--- src/rtl/alu_cmd_queue_if.sv ---
// Producer/consumer bundle for the ALU command queue.
// The queue is the slave; the producer/ALU side is the master.
interface alu_cmd_queue_if #(
  parameter int N = 8
);
  logic         in_valid;
  logic         in_ready;
  logic [N-1:0] in_a;
  logic [N-1:0] in_b;
  logic [2:0]   in_oper;
  logic         out_valid;
  logic         out_ready;
  logic [N-1:0] a;
  logic [N-1:0] b;
  logic [2:0]   oper;

  modport slave (
    input  in_valid, in_a, in_b, in_oper, out_ready,
    output in_ready, out_valid, a, b, oper
  );

  modport master (
    output in_valid, in_a, in_b, in_oper, out_ready,
    input  in_ready, out_valid, a, b, oper
  );
endinterface

--- src/rtl/alu_cmd_queue.sv ---
// Command FIFO in front of the ALU; drops div/mod-by-zero commands at
// the input, flags them with a one-cycle pulse and counts them.
module alu_cmd_queue #(
  parameter int N     = 8,
  parameter int DEPTH = 4,
  parameter int AW    = 2
) (
  input  logic            clk,
  input  logic            rst,
  alu_cmd_queue_if.slave  bus,
  output logic [AW:0]     count,
  output logic            div_zero_err,
  output logic [7:0]      rej_count
);

  localparam logic [AW:0] FULL_CNT = (AW+1)'(DEPTH);

  logic [N-1:0] a_mem_q  [DEPTH];
  logic [N-1:0] b_mem_q  [DEPTH];
  logic [2:0]   op_mem_q [DEPTH];

  logic [AW-1:0] wr_ptr_q, wr_ptr_d;
  logic [AW-1:0] rd_ptr_q, rd_ptr_d;
  logic [AW:0]   count_q, count_d;
  logic          err_q, err_d;
  logic [7:0]    rej_q, rej_d;

  logic xfer, reject, push, pop, out_valid;

  assign bus.in_ready = (count_q != FULL_CNT);
  assign out_valid    = (count_q != '0);
  assign bus.out_valid = out_valid;

  assign xfer   = bus.in_valid && bus.in_ready;
  assign reject = xfer && (bus.in_oper == 3'b010 || bus.in_oper == 3'b011)
                  && (bus.in_b == '0);
  assign push   = xfer && !reject;
  assign pop    = out_valid && bus.out_ready;

  always_comb begin
    wr_ptr_d = wr_ptr_q;
    rd_ptr_d = rd_ptr_q;
    count_d  = count_q;
    err_d    = reject;
    rej_d    = rej_q;
    if (push) wr_ptr_d = wr_ptr_q + 1'b1;
    if (pop)  rd_ptr_d = rd_ptr_q + 1'b1;
    if (push && !pop)      count_d = count_q + 1'b1;
    else if (pop && !push) count_d = count_q - 1'b1;
    if (reject && rej_q != 8'hFF) rej_d = rej_q + 1'b1;
  end

  always_ff @(posedge clk) begin
    if (rst) begin
      wr_ptr_q <= '0;
      rd_ptr_q <= '0;
      count_q  <= '0;
      err_q    <= 1'b0;
      rej_q    <= '0;
    end else begin
      wr_ptr_q <= wr_ptr_d;
      rd_ptr_q <= rd_ptr_d;
      count_q  <= count_d;
      err_q    <= err_d;
      rej_q    <= rej_d;
    end
  end

  // Data array needs no reset: pointers and count define what is live.
  always_ff @(posedge clk) begin
    if (push) begin
      a_mem_q[wr_ptr_q]  <= bus.in_a;
      b_mem_q[wr_ptr_q]  <= bus.in_b;
      op_mem_q[wr_ptr_q] <= bus.in_oper;
    end
  end

  assign bus.a    = out_valid ? a_mem_q[rd_ptr_q]  : '0;
  assign bus.b    = out_valid ? b_mem_q[rd_ptr_q]  : '0;
  assign bus.oper = out_valid ? op_mem_q[rd_ptr_q] : '0;

  assign count        = count_q;
  assign div_zero_err = err_q;
  assign rej_count    = rej_q;

endmodule

--- src/flat_wrapper.sv ---
// flat-port wrapper written by rule: the top's interface ports become plain ports
module alu_cmd_queue_flat 
#(
  parameter int N     = 8,
  parameter int DEPTH = 4,
  parameter int AW    = 2
)
  (clk, rst, count, div_zero_err, rej_count, bus_in_valid, bus_in_a, bus_in_b, bus_in_oper, bus_out_ready, bus_in_ready, bus_out_valid, bus_a, bus_b, bus_oper);
  alu_cmd_queue_if #(.N(N)) bus_i ();
  input  logic clk;
  input  logic rst;
  output logic [AW:0] count;
  output logic div_zero_err;
  output logic [7:0] rej_count;
  input wire logic [$bits(bus_i.in_valid)-1:0] bus_in_valid;
  input wire logic [$bits(bus_i.in_a)-1:0] bus_in_a;
  input wire logic [$bits(bus_i.in_b)-1:0] bus_in_b;
  input wire logic [$bits(bus_i.in_oper)-1:0] bus_in_oper;
  input wire logic [$bits(bus_i.out_ready)-1:0] bus_out_ready;
  output wire logic [$bits(bus_i.in_ready)-1:0] bus_in_ready;
  output wire logic [$bits(bus_i.out_valid)-1:0] bus_out_valid;
  output wire logic [$bits(bus_i.a)-1:0] bus_a;
  output wire logic [$bits(bus_i.b)-1:0] bus_b;
  output wire logic [$bits(bus_i.oper)-1:0] bus_oper;
  assign bus_i.in_valid = bus_in_valid;
  assign bus_i.in_a = bus_in_a;
  assign bus_i.in_b = bus_in_b;
  assign bus_i.in_oper = bus_in_oper;
  assign bus_i.out_ready = bus_out_ready;
  assign bus_in_ready = bus_i.in_ready;
  assign bus_out_valid = bus_i.out_valid;
  assign bus_a = bus_i.a;
  assign bus_b = bus_i.b;
  assign bus_oper = bus_i.oper;
  alu_cmd_queue #(.N(N), .DEPTH(DEPTH), .AW(AW)) u_core (.clk(clk), .rst(rst), .bus(bus_i), .count(count), .div_zero_err(div_zero_err), .rej_count(rej_count));
endmodule
--- config.mk ---
export PLATFORM = sky130hd
export DESIGN_NAME = alu_cmd_queue_flat
export DESIGN_NICKNAME = d
export VERILOG_FILES = /design/src/rtl/alu_cmd_queue_if.sv /design/src/rtl/alu_cmd_queue.sv /design/src/flat_wrapper.sv
export SDC_FILE = /design/constraint.sdc
export NUM_CORES = 1
export LEC_CHECK = 0
export ABC_AREA = 1
export CORE_MARGIN = 3
export CORE_UTILIZATION = 49
export DETAILED_ROUTE_END_ITERATION = 10
export GPL_ROUTABILITY_DRIVEN = 0
export HOLD_SLACK_MARGIN = 0.06
export PLACE_DENSITY = 0.84
export SYNTH_ARGS = -nofsm -noshare
export SYNTH_HDL_FRONTEND = slang
export SYNTH_SLANG_ARGS = --single-unit
--- constraint.sdc ---
create_clock -name clk -period 2.13 [get_ports clk]
set_clock_uncertainty 0.2 [all_clocks]
set_input_delay 0.426 -clock clk [delete_from_list [all_inputs] [get_ports clk]]
set_output_delay 0.426 -clock clk [all_outputs]
set_load 0.01 [all_outputs]
==> impl_metrics.json, run 1 <==
{
  "nets": 528,
  "yosys.cell_types.count": 25,
  "muxShareOfSynthArea_pct": 0,
  "io-pin-count": 56,
  "grt_max_degree": 20,
  "portBuffers": 55,
  "clock.fmax_mhz": 457,
  "hpwl_um": 5890,
  "netlist_instances": 386,
  "post-route-min-period_ps": 2190,
  "clock-sinks": 94,
  "swShare_pct": 34.6,
  "status": "finished with violations",
  "setup_slack_ps": -57.0,
  "hold_class": "in2reg",
  "worstReg2RegEnd": "u_core.count[2]$_SDFFE_PP0P_",
  "grt_pass1_wl_um": 14500,
  "cp.arrival_ps": 1560,
  "slew_headroom_pct": 77.9,
  "area_growth_pct": 34.4,
  "slew_viol_final": 0,
  "cts_max_level": 3,
  "grt_pass1_vias": 3125,
  "wl_um": 9420,
  "min-delay-start": "bus_in_b[1]",
  "p_int_w": 0.00367,
  "clkPwrFrac_pct": 19.2,
  "gr-total-overflow": 0,
  "pre_cts_slack_ps": -579,
  "clk_latency_ps": 350,
  "syn_avg_cell_area_um2": 10.4,
  "ant_nets": 0,
  "violations": "negative setup slack",
  "hold_depth": 2,
  "vias_per_cell": 5.38,
  "cp_max_fo": 7,
  "fillers": 558,
  "power.density_nw_per_um2": 1040,
  "power_leakage_nw": 2.11,
  "worstMarginPinSlew_ps": 328,
  "synth-compound-area-share_pct": 9.75,
  "drv_cap": 0,
  "path_cells": "buf_12 > buf_6 > buf_4 > nor2_2 > nor2_1 > o21ai_1 > a21oi_1 > buf_2",
  "firstDrtPassIters": 5,
  "post-route-util_pct": 68.6,
  "hold_path_end": "u_core.b_mem_q[0][1]$_DFFE_PP_",
  "drc": 0,
  "slowest_stage": "dfxtp_4",
  "r2r_slack_ps": 100,
  "rows": 32,
  "fin_crit_sh_pct": 103,
  "r2r-start": "u_core.count[1]$_SDFFE_PP0P_",
  "clkTransAtPathRegs_ps": 90,
  "setup_viol": 7,
  "synth.net_count": 416,
  "yosysWarnings": 0,
  "synth.yosys.seq_area_share_pct": 66.0,
  "startpoint_type": "register",
  "antenna_found_initial": 0,
  "die_y_um": 96.4,
  "grt_usage_pct": 20.8,
  "cts-root-buf": "clkbuf_8",
  "initial_utilization_pct": 51.0,
  "cts_hold_buf": 0,
  "routedWlPerCell_um": 15.6,
  "drt_iter0_markers": 235,
  "slowest_delay_ps": 370,
  "hold_violations": 0,
  "rsz0062_at_grt": "true",
  "yosys.area_share.xor_xnor_pct": 0.437,
  "worstPathRequired_ps": 1500,
  "core_area_um2": 7850,
  "pwr-share-seq_pct": 41.0,
  "vdd_drop_max_v": 0.000631,
  "synthAdderAreaFrac_pct": 2.37,
  "num_vias": 3255,
  "drive_gt1_share_pct": 27.8,
  "cts_tree": "done",
  "cp-end-kind": "output port",
  "synth_top_family_by_area": "simple AND/OR/NAND/NOR gates",
  "clk_path_buf_depth": 2,
  "die_area_um2": 9290,
  "switchingPower_w": 0.00194,
  "critical_path_class": "reg2out",
  "die_w_um": 96.4,
  "n_antenna_cell": 0,
  "numCtsBuffers": 9,
  "ys_ff_latch": 94,
  "reg2reg_depth": 12,
  "syn_area_um2": 4010,
  "synth-simple-area-share_pct": 16.6,
  "combPwrFrac_pct": 39.7
}
==> sequential cells by signal, summed over array words and instances (netlist names), named ones only <==
signal and cells:
u_core.a_mem_q 32, u_core.b_mem_q 32, u_core.op_mem_q 12, u_core.rej_count 8, u_core.count 3, u_core.rd_ptr_q 2
u_core.wr_ptr_q 2, u_core.div_zero_err 1
==> cell usage in the layout (no fill, tap or decap), types with 3 or more instances in the layout <==
| cell type | count |
|---|---|
| nor2_1 | 92 |
| edfxtp_1 | 76 |
| buf_4 | 44 |
| nand2_1 | 28 |
| inv_1 | 27 |
| clkdlybuf4s50_1 | 24 |
| o21ai_1 | 23 |
| a21oi_1 | 23 |
| o21ai_0 | 19 |
| buf_2 | 19 |
| dfxtp_1 | 14 |
| nor2_2 | 12 |
| nand3_1 | 11 |
| clkbuf_8 | 9 |
| buf_6 | 8 |
| a21oi_2 | 7 |
| dlymetal6s2s_1 | 6 |
| dlygate4sd2_1 | 6 |
| nand4_1 | 5 |
| ha_1 | 5 |
| buf_12 | 5 |
| nor2_4 | 4 |
| inv_2 | 4 |
| nand2_2 | 3 |
| nand3_2 | 3 |
| o21ai_2 | 3 |
| dfxtp_2 | 3 |
| clkinvlp_4 | 3 |
==> synth_stat cells <==
cell	n	share of area, %
nor2_1	103	9.7
edfxtp_1	76	57
o21ai_0	42	5.2
nand2_1	31	2.9
inv_1	29	2.7
a21oi_1	26	3.2
dfxtp_1	18	9.0
nand3_1	13	1.6
buf_2	6	0.75
ha_1	6	1.9
inv_2	5	0.47
nand4_1	5	0.78
a21oi_2	4	0.87
nor2_2	4	0.62
buf_4	3	0.56
clkbuf_1	3	0.28
o21ai_1	3	0.37
nand2_2	2	0.31
clkbuf_2	1	0.12
fa_1	1	0.50
nand3_2	1	0.25
nor2_4	1	0.28
nor3_1	1	0.12
xnor2_1	1	0.22
xor2_1	1	0.22
==> metrics by stage <==
stage	cell area (µm²)	hold WS (ps)	power, W	setup TNS, ps	std cells
floorplan	4010	236	0.00324	-13600	386
global placement	4970	252	0.00427	-22650	572
detailed placement	4970	263	0.00434	-27130	572
CTS	5210	258	0.00539	-113	597
global route	5380	229	0.00590	-1210	605
finish	5380	219	0.00561	-148	605
==> power by group through the flow <==
stage | sequential, W | clock (W) | combinational (W)
6_report | 0.00230 | 0.00108 | 0.00223
5_1_grt | 0.00232 | 0.00116 | 0.00242
4_1_cts | 0.00230 | 0.00108 | 0.00200
3_5_place_dp | 0.00232 | 0 | 0.00202
3_3_place_gp | 0.00231 | 0 | 0.00196
2_1_floorplan | 0.00232 | 0 | 0.000918
==> logic make-up after synthesis <==
family / after synthesis
AO/OA/AOI/OAI: 75
flip-flops: 94
AND/OR/NAND/NOR: 161
buffers and inverters: 47
adder cells (fa/ha/maj): 7
XOR/XNOR: 2
==> how the worst max path moves through the flow <==
stage          slack (ps)  cells after the start                          from                              to
2_1_floorplan        -180                      6  u_core.count[0]$_SDFFE_PP0P_  u_core.a_mem_q[0][0]$_DFFE_PP_
3_3_place_gp         -520                     12                   bus_in_b[0]    u_core.count[2]$_SDFFE_PP0P_
3_5_place_dp         -580                     12                   bus_in_b[0]    u_core.count[2]$_SDFFE_PP0P_
4_1_cts               -50                      6                      register                        bus_b[4]
5_1_grt              -120                      7                      register                        bus_b[4]
6_report              -60                      8                      register                        bus_a[3]
==> layer usage <==
layer / vias to the layer above / part of all wire, % / wire [µm] / track usage, %
li1: 1537 / - / - / -
met1: 1550 / 39 / 3650 / 25.0
met2: 147 / 53 / 4980 / 36.7
met3: 21 / 6.5 / 614 / 3.64
met4: 0 / 1.9 / 180 / 9.23
met5: - / 0 / 0 / 0
==> critical path, delay by kind of cell (launching register included) <==
kind / cells / cell delay [ps]
AND/OR/NAND/NOR: 2 / 130
AO/OA/AOI/OAI: 2 / 160
buffers and inverters: 4 / 530
flip-flops: 1 / 370
==> area by class of cell <==
type / instances / area [µm²] / area share, %
inverter: 34 / 140 / 2.60
sequential: 94 / 2650 / 49.2
clock inverter: 7 / 55.1 / 1.02
tap: 102 / 128 / 2.37
multi-input combinational: 245 / 1270 / 23.7
timing repair buffer: 114 / 1010 / 18.8
clock buffer: 9 / 124 / 2.30
==> what timing repair did <==
action / in CTS / in global routing
cloned: 1 / 1
endpoints found under the setup margin: 22 / 24
gates resized for setup: 122 / 44
buffers inserted: 8 / 7
pin swaps: 9 / 27
Note: power is estimated with default switching activity, not from simulation.
==> run 2: changes to the inputs <==
ABC_AREA = not set   (was 1)
CORE_UTILIZATION = 48   (was 49)
PLACE_DENSITY = 0.83   (was 0.84)
SKIP_CTS_REPAIR_TIMING = 1   (was not set)
==> run 2 against run 1 <==
  * The run still ends with negative setup slack left
  * Design area shrank 5.2%
  * Critical path depth fell by 4
  * Clock-buffer cell count stayed put
  * Utilization is 0.43 points lower
  * Synthesized cell count down 42%
  * Sequential share of layout area rose by 2.7 points
  * Cell count shrank 31%
  * Worst hold slack lost 150 ps
  * First-iteration DRC count shrank 51%
  * Combinational power grew 7%
  * Sequential power about the same
  * Critical path type unchanged
==> impl_metrics.json, run 2 <==
{
  "violations": "negative setup slack",
  "die_w_um": 95.5,
  "hold_depth": 1,
  "initial_utilization_pct": 51.3,
  "hpwl_um": 4940,
  "wl_um": 7680,
  "clock-sinks": 94,
  "drt_iter0_markers": 114,
  "setup_tns_ps": -3780,
  "clk_latency_ps": 360,
  "firstDrtPassIters": 4,
  "r2r_slack_ps": -100,
  "drive_gt1_share_pct": 38.9,
  "setup_slack_ps": -223,
  "post-route-min-period_ps": 2350,
  "hold_violations": 0,
  "yosysWarnings": 0,
  "rows": 31,
  "highest_layer": "met4",
  "synth.net_count": 254,
  "yosysTopAreaCell": "edfxtp_1",
  "synth.top_cells.by_count": "edfxtp_1, and2_1, mux4_2",
  "io-pin-count": 56,
  "routedWlPerCell_um": 18.3,
  "startpoint_type": "register",
  "syn_avg_cell_area_um2": 17.1,
  "m1WireLength_um": 3150,
  "swShare_pct": 30.0,
  "layout_common_cells": "edfxtp_1, buf_4, clkdlybuf4s50_1, mux4_2, buf_6",
  "worstReg2RegEnd": "u_core.count[2]$_SDFFE_PP0P_",
  "numCtsBuffers": 9,
  "antenna_found_initial": 0,
  "cp-end-kind": "output port",
  "rsz0062_at_grt": "true",
  "clk_path_buf_depth": 2,
  "fin_area_um2": 5100,
  "hold_path_end": "u_core.b_mem_q[2][2]$_DFFE_PP_",
  "wl_met2_um": 4020,
  "power_leakage_nw": 1.85,
  "setup_viol": 21,
  "clock.fmax_mhz": 425,
  "die_y_um": 95.5,
  "layout_commonest_cell": "edfxtp_1",
  "min-delay-start": "bus_in_b[2]",
  "top_regs": "u_core.a_mem_q: 32 flops, u_core.b_mem_q: 32 flops, u_core.op_mem_q: 12 flops",
  "synthArstFlopShare_pct": 0,
  "pwr-share-seq_pct": 39.7,
  "critical_path_class": "reg2out",
  "placed_area_um2": 4780,
  "reg2reg_depth": 9,
  "yosysMostFrequentCell": "edfxtp_1",
  "r2r-start": "u_core.count[2]$_SDFFE_PP0P_",
  "status": "finished with violations",
  "die_area_um2": 9110,
  "drc": 0,
  "grt_usage_pct": 17.6,
  "cts_max_level": 3,
  "grt_pass1_vias": 2405,
  "vdd_drop_max_v": 0.000592,
  "synth-main-ff-cell": "edfxtp_1",
  "synth.yosys.seq_area_share_pct": 68.8,
  "cp_max_fo": 5,
  "worstMarginPinSlew_ps": 374,
  "grt_pass1_wl_um": 11900,
  "grt_max_degree": 22,
  "slew_headroom_pct": 75.0,
  "fin_crit_sh_pct": 110,
  "cp.arrival_ps": 1730,
  "synth_enable_flop_cells": 76,
  "synth_top_area_share_pct": 59.4,
  "drv_cap": 0,
  "nets": 346,
  "ys_ff_latch": 94,
  "clkPwrFrac_pct": 19.1,
  "n_antenna_cell": 0,
  "clkTransAtPathRegs_ps": 100,
  "core_area_um2": 7490,
  "cts_tree": "done",
  "met3_length_um": 386,
  "vias_per_cell": 5.34,
  "syn_area_um2": 3840,
  "yosys.cell_types.count": 40,
  "combPwrFrac_pct": 41.1,
  "p_int_w": 0.00407,
  "area_growth_pct": 32.9,
  "switchingPower_w": 0.00174,
  "cts-root-buf": "clkbuf_8",
  "slew_viol_final": 0,
  "gr-total-overflow": 0,
  "worstPathRequired_ps": 1500,
  "netlist_instances": 224,
  "hold_class": "in2reg",
  "portBuffers": 55,
  "num_vias": 2242,
  "ant_nets": 0,
  "synthTopCellsByArea": "edfxtp_1, mux4_2, dfxtp_1",
  "power.density_nw_per_um2": 1140
}
-- run 2: layout make-up --
type / instances / area [µm²]
inverter: 5 / 18.8
sequential: 94 / 2650
timing repair buffer: 91 / 922
clock inverter: 7 / 65.1
multi-input combinational: 115 / 1200
clock buffer: 9 / 124
tap: 99 / 124
fill: 490 / 2380
-- run 2: per-layer routing --
metal	vias up	global-route usage, %
li1	1048	-
met1	1130	21.9
met2	53	29.7
met3	11	4.74
met4	0	6.40
met5	-	0
-- run 2: how the worst max path moves through the flow --
stage                     slack, ps  depth (start not counted)                      endpoint
after global routing           -280                          4                      bus_b[1]
final                          -220                          4                      bus_b[1]
after floorplan                -180                          9  u_core.count[2]$_SDFFE_PP0P_
after global placement         -750                         10  u_core.count[2]$_SDFFE_PP0P_
after detailed placement       -840                         10  u_core.count[2]$_SDFFE_PP0P_
after CTS                      -650                          4                      bus_b[6]
-- run 2: kinds of logic (layout without fill, tap and decap cells) --
logic type	Yosys count	in the layout	share of synthesized area, %
AND/OR/NAND/NOR	61	61	10.2
XOR/XNOR	4	4	0.912
adder cells (fa/ha/maj)	7	7	2.48
AO/OA/AOI/OAI	20	20	3.39
multiplexers	23	23	12.3
flip-flops	94	94	68.8
buffers and inverters	15	112	1.86
-- run 2: worst max-delay path, stage by stage (launching register included) --
cell and delay, ps:
dfxtp_4 420, clkbuf_16 170, mux4_2 490, and2_1 170, clkbuf_2 120
-- run 2: metrics by stage --
stage / total power [W] / util, % / cells / worst slack [ps] / hold slack [ps]
5_1_grt: 0.00610 / 68.2 / 420 / -279 / 61.5
6_report: 0.00581 / 68.2 / 420 / -223 / 65.3
3_5_place_dp: 0.00447 / 63.9 / 400 / -842 / 308
2_1_floorplan: 0.00338 / - / 224 / -177 / 282
4_1_cts: 0.00557 / 66.4 / 416 / -653 / 328
3_3_place_gp: 0.00440 / 63.9 / 400 / -752 / 299
-- run 2: power groups by stage --
stage | logic, W | registers, W | clock network (W)
after floorplan | 0.00106 | 0.00232 | 0
after global placement | 0.00209 | 0.00230 | 0
after detailed placement | 0.00215 | 0.00232 | 0
after CTS | 0.00216 | 0.00228 | 0.00113
after global routing | 0.00257 | 0.00233 | 0.00121
final | 0.00239 | 0.00231 | 0.00111
